### config.mk
export PLATFORM = sky130hd
export DESIGN_NAME = mult_seq_ctrl_flat
export DESIGN_NICKNAME = d
export VERILOG_FILES = /design/src/rtl/mult_seq_if.sv /design/src/rtl/mult_seq_ctrl.sv /design/src/flat_wrapper.sv
export SDC_FILE = /design/constraint.sdc
export NUM_CORES = 1
export LEC_CHECK = 0
export BUFFER_PORTS_ARGS = -buffer_cell sky130_fd_sc_hd__clkbuf_2
export CORE_MARGIN = 2
export CORE_UTILIZATION = 41
export DETAILED_ROUTE_END_ITERATION = 8
export PLACE_DENSITY_LB_ADDON = 0.3
export SYNTH_ARGS = -nofsm -noshare
export SYNTH_HDL_FRONTEND = slang
export SYNTH_SLANG_ARGS = --single-unit
### constraint.sdc
create_clock -name clk -period 2.9 [get_ports clk]
set_clock_uncertainty 0.15 [all_clocks]
set_input_delay 0.29 -clock clk [delete_from_list [all_inputs] [get_ports clk]]
set_output_delay 0.29 -clock clk [all_outputs]
set_load 0.005 [all_outputs]
### src/rtl/mult_seq_if.sv
// Handshake and product-register bus between the shift-add multiplier
// controller and its surroundings (sequencer + double-wide product register).
interface mult_seq_if #(
  parameter int N = 16
);
  localparam int W = N / 2;

  logic         start;
  logic [W-1:0] multiplicand;
  logic [W-1:0] multiplier;
  logic [N-1:0] prod;
  logic [W-1:0] inh;
  logic [W-1:0] inl;
  logic         loadh;
  logic         loadl;
  logic         busy;
  logic         done;

  modport master (
    output start, multiplicand, multiplier, prod,
    input  inh, inl, loadh, loadl, busy, done
  );

  modport slave (
    input  start, multiplicand, multiplier, prod,
    output inh, inl, loadh, loadl, busy, done
  );
endinterface

### src/rtl/mult_seq_ctrl.sv
// Controller and adder datapath for a sequential shift-add unsigned multiplier.
// Drives the next high/low halves into an external product register and reads
// its contents back on prod, doing one add-and-shift per multiplier bit.
//
// state     | meaning
// ----------|-----------------------------------------------------------
// IDLE      | waiting for start; operands captured on the accepting edge
// INIT      | load {0, multiplier} into the product register, clear cnt
// ADD_SHIFT | conditional add of multiplicand into high half, shift right
// DONE      | one-cycle done pulse; prod holds the full product
module mult_seq_ctrl #(
  parameter int N = 16
) (
  input  logic     clk,
  input  logic     clear,
  mult_seq_if.slave bus
);
  localparam int W  = N / 2;
  localparam int CW = (W > 1) ? $clog2(W) : 1;
  localparam logic [CW-1:0] LAST = CW'(W - 1);

  typedef enum logic [1:0] {
    IDLE      = 2'd0,
    INIT      = 2'd1,
    ADD_SHIFT = 2'd2,
    DONE      = 2'd3
  } state_t;

  state_t        state, next_state;
  logic [CW-1:0] cnt;
  logic [W-1:0]  mcand_r;
  logic [W-1:0]  mplier_r;

  logic [W-1:0]  h, l;
  logic [W:0]    sum;
  logic [W-1:0]  inh_c, inl_c;
  logic          loadh_c, loadl_c, busy_c, done_c;

  assign h = bus.prod[N-1:W];
  assign l = bus.prod[W-1:0];

  // State register, step counter and operand capture; clear aborts any operation.
  always_ff @(posedge clk or posedge clear) begin
    if (clear) begin
      state    <= IDLE;
      cnt      <= '0;
      mcand_r  <= '0;
      mplier_r <= '0;
    end else begin
      state <= next_state;
      if (state == IDLE && bus.start) begin
        mcand_r  <= bus.multiplicand;
        mplier_r <= bus.multiplier;
      end
      if (state == INIT)
        cnt <= '0;
      else if (state == ADD_SHIFT)
        cnt <= cnt + 1'b1;
    end
  end

  // Next-state and output decode; the W+1-bit sum carries the adder overflow
  // straight into the shifted high half, so no carry flop is required.
  always_comb begin
    next_state = state;
    inh_c      = '0;
    inl_c      = '0;
    loadh_c    = 1'b0;
    loadl_c    = 1'b0;
    busy_c     = 1'b0;
    done_c     = 1'b0;
    sum        = '0;
    case (state)
      IDLE: begin
        if (bus.start) next_state = INIT;
      end
      INIT: begin
        loadh_c    = 1'b1;
        loadl_c    = 1'b1;
        inl_c      = mplier_r;
        busy_c     = 1'b1;
        next_state = ADD_SHIFT;
      end
      ADD_SHIFT: begin
        sum     = l[0] ? ({1'b0, h} + {1'b0, mcand_r}) : {1'b0, h};
        inh_c   = sum[W:1];
        inl_c   = {sum[0], l[W-1:1]};
        loadh_c = 1'b1;
        loadl_c = 1'b1;
        busy_c  = 1'b1;
        if (cnt == LAST) next_state = DONE;
      end
      DONE: begin
        done_c     = 1'b1;
        next_state = IDLE;
      end
      default: next_state = IDLE;
    endcase
  end

  assign bus.inh   = inh_c;
  assign bus.inl   = inl_c;
  assign bus.loadh = loadh_c;
  assign bus.loadl = loadl_c;
  assign bus.busy  = busy_c;
  assign bus.done  = done_c;
endmodule
### src/flat_wrapper.sv
// flat-port wrapper written by rule: the top's interface ports become plain ports
module mult_seq_ctrl_flat 
#(
  parameter int N = 16
)
  (clk, clear, bus_start, bus_multiplicand, bus_multiplier, bus_prod, bus_inh, bus_inl, bus_loadh, bus_loadl, bus_busy, bus_done);
  mult_seq_if #(.N(N)) bus_i ();
  input  logic clk;
  input  logic clear;
  input wire logic [$bits(bus_i.start)-1:0] bus_start;
  input wire logic [$bits(bus_i.multiplicand)-1:0] bus_multiplicand;
  input wire logic [$bits(bus_i.multiplier)-1:0] bus_multiplier;
  input wire logic [$bits(bus_i.prod)-1:0] bus_prod;
  output wire logic [$bits(bus_i.inh)-1:0] bus_inh;
  output wire logic [$bits(bus_i.inl)-1:0] bus_inl;
  output wire logic [$bits(bus_i.loadh)-1:0] bus_loadh;
  output wire logic [$bits(bus_i.loadl)-1:0] bus_loadl;
  output wire logic [$bits(bus_i.busy)-1:0] bus_busy;
  output wire logic [$bits(bus_i.done)-1:0] bus_done;
  assign bus_i.start = bus_start;
  assign bus_i.multiplicand = bus_multiplicand;
  assign bus_i.multiplier = bus_multiplier;
  assign bus_i.prod = bus_prod;
  assign bus_inh = bus_i.inh;
  assign bus_inl = bus_i.inl;
  assign bus_loadh = bus_i.loadh;
  assign bus_loadl = bus_i.loadl;
  assign bus_busy = bus_i.busy;
  assign bus_done = bus_i.done;
  mult_seq_ctrl #(.N(N)) u_core (.clk(clk), .clear(clear), .bus(bus_i));
endmodule
==> run_results.csv <==
group,metric,value,unit
worst_setup_path,critPathBufInv,2,
clock_tree,cts_sinks,21,
grt,grt_max_degree,22,
synthesis,async_flop_share,100.0,%
worst_setup_path,path_depth,9,
detailed_routing,antenna_left,0,
timing,fin_crit_sh,95.86,%
timing,tightest_slew,770.0,ps
place,port_buffers,54,
floorplan,dieHeight,62.88,um
power,p_leak,0.9042,nW
timing,maxSlewHeadroom,48.61,%
min_path,hp-start,"bus_multiplicand[1]",
worst_setup_path,worstPathRequired,2460,ps
timing,final.setup.tns,0,ps
grt,antenna_found_initial,0,
detailed_routing,drt-wirelength-per-cell,12.87,um
synthesis,yosysSeqAreaShare,36.97,%
timing,hold_violations,0,
timing,rsz0062_at_grt,"yes",
power,peakVddDrop,0.0004065,V
worst_setup_path,worstSetupStartpointType,"flop",
min_path,hold_end,"u_core.mcand_r[1]",
floorplan,core_area,0.003337,mm2
worst_setup_path,r2r-end,"u_core.mcand_r[3]",
floorplan,die_w,62.88,um
timing,setup_viol,0,
worst_setup_path,reg2reg_depth,4,
layout,fin_util,52.72,%
clock_tree,post-cts-setup-buffers,0,
status,status,"complete, no violations",
worst_setup_path,worst-setup-path-type,"reg -> out",
grt,track_usage,16.14,%
worst_setup_path,r2r_start,"u_core.state[0]",
synthesis,yosys_warnings,0,
run,drv_cap,0,
timing,timing.fmax,359.7,MHz
clock_tree,htree_levels,1,
min_path,holdPathStages,2,
synthesis,synthFlopType,"dfrtp_1",
worst_setup_path,worstPathMaxFanout,2,
detailed_routing,dr.pass1.iters,4,
layout,diodes,0,
grt,grt_pass1_vias,1260,
worst_setup_path,r2r_slack,950,ps
clock_tree,numCtsBuffers,3,
detailed_routing,drt_iter0_drc,59,
synthesis,synth.avg_cell_area,10.45,um2
floorplan,ios,55,
layout,nFillCells,316,
clock_tree,cts.clk_slew.worst_paths,120,ps
place,gp_congestion,0.8406,
synthesis,synth_nets,187,
worst_setup_path,cp_slowest_stage_delay,400,ps
worst_setup_path,end_kind,"output pin",
timing,timing.final.crit_period,2780,ps
detailed_routing,viasPerCell,5.142,
worst_setup_path,slowest_stage,"dfrtp_1",
power,p_total,1.744,mW
detailed_routing,wl,2.998,mm
clock_tree,clockBufferDepth,2,
synthesis,synth_cells,136,
detailed_routing,num_vias,1198,
worst_setup_path,cp_top_family,"compound AO/OA/AOI/OAI gates",
layout,syn2layout_area_growth,23.77,%
grt,grt_pass1_wl,5.285,mm
clock_tree,root_buffer,"clkbuf_4",
detailed_routing,drc_errors,0,
power,pwr_density_cell,991.5,mW/mm2
layout,layout-drive-gt1-share,43.32,%
timing,slew_violations,0,
worst_setup_path,arrival,2340,ps
floorplan,dieArea,0.003954,mm2
synthesis,synth.distinct_cells,29,
synthesis,synth_top_area_share,36.97,%
floorplan,rows,21,
worst_setup_path,crit_chain,"ha_2, inv_2, fa_2, nor2b_4, o31a_1, o21a_1, or3_4, a32o_1, clkbuf_2",
grt,overflow,0,
place,hpwl,2.471,mm
synthesis,ys_top_cells_by_area,"dfrtp_1 (37%), mux2_2 (14%), ha_1 (13%), a22oi_1 (4.2%), nor2_1 (3.2%)",
synthesis,synth_top_area_cell,"dfrtp_1",
clock_tree,insertion_delay,300,ps
clock_tree,cts_tree,"done",
synthesis,syn_area,0.001421,mm2
layout,nets,239,
synthesis,synth_seq_cells,21,
floorplan,start_util,42.59,%
min_path,hp-class,"in -> reg",
synthesis,synth-edff-count,0,
## report_power, final
group	switching (mW)	leakage (nW)	internal, mW	total [mW]
clock	0.0838	0.0177	0.0512	0.135
combinational	0.533	0.636	0.546	1.08
sequential	0.0875	0.251	0.443	0.530
## synth_stat cells, drive strengths merged (2+ instances only)
cell type / instances
and2: 2
xnor2: 2
buf: 2
inv: 8
o21ai: 5
clkbuf: 6
dfrtp: 21
nor2: 12
o21a: 3
mux2: 18
a22o: 2
nand2: 5
mux2i: 4
a22oi: 8
nor2b: 6
a21oi: 6
ha: 15
## how the worst max path moves through the flow
stage	slack [ps]	start	end
final	120	u_core.mcand_r[0]	bus_inh[5]
after global routing	-2	u_core.mcand_r[0]	bus_inh[5]
after CTS	70	u_core.mcand_r[0]	bus_inh[5]
after detailed placement	400	bus_prod[8]	bus_inh[5]
after global placement	450	bus_prod[8]	bus_inh[5]
after floorplan	630	u_core.mcand_r[0]	bus_inh[5]
## cell usage in the layout, fill, tap and decap left out, types with 2 or more instances in the layout
cell type	count
nor2b_1	5
inv_1	7
xnor2_1	2
clkbuf_2	54
nand2_1	5
mux2i_1	4
a22o_1	2
a21oi_1	6
mux2_2	18
clkbuf_4	3
and2_1	2
dfrtp_1	21
o21a_1	3
nor2_1	12
ha_1	14
o21ai_0	5
a22oi_1	8
## state kept, by name (all words and copies together) (netlist names)
signal / cells
u_core.mcand_r: 8
u_core.mplier_r: 8
u_core.cnt: 3
u_core.state: 2
## cells by family after synthesis
| logic type | count (synthesis) | share of synthesized area [%] |
|---|---|---|
| mux | 22 | 17.08 |
| fa+ha+maj | 16 | 14.61 |
| compound gates | 31 | 15.58 |
| buf+inv | 16 | 4.753 |
| simple gates | 28 | 9.771 |
| flops | 21 | 36.97 |
| xor+xnor | 2 | 1.233 |
## cell type report
cell class	instances	area [um2]	share of cell area, %
clock buffer	3	22.52	1.280
clock inverter	1	5.005	0.2845
inverter	8	30.03	1.707
multi-input combinational	99	838.3	47.65
sequential	21	525.5	29.87
tap	46	57.56	3.272
timing repair buffer	55	280.3	15.93
## per-layer routing
layer	vias up	GRT usage (%)	wire length (um)
li1	585	-	-
met1	568	19.84	1351
met2	41	29.12	1468
met3	4	1.802	145
met4	0	5.278	33
met5	-	0	0
## repair_timing
item | 4_1_cts | 5_1_grt
setup endpoints to repair | 0 | 1
hold buffers | 1 | 0
hold endpoints to repair | 21 | 0
gates resized for setup | 0 | 4
## per-stage QoR
stage	cell area, um2	instances	setup WS (ps)	hold slack [ps]
after CTS	1749	233	73.98	55.26
after global placement	1712	228	445.5	304.1
after global routing	1759	233	-1.746	52.19
after floorplan	1421	136	628.1	116.5
after detailed placement	1712	228	404.9	323.1
final	1759	233	120.1	63.24
## worst reg2reg max path, cell delays in order (launching register included)
cell     delay [ps]
dfrtp_1         410
inv_1           100
ha_1            230
nand2_1         540
mux2_2          410
No activity file was read; power rests on OpenSTA's default activity.
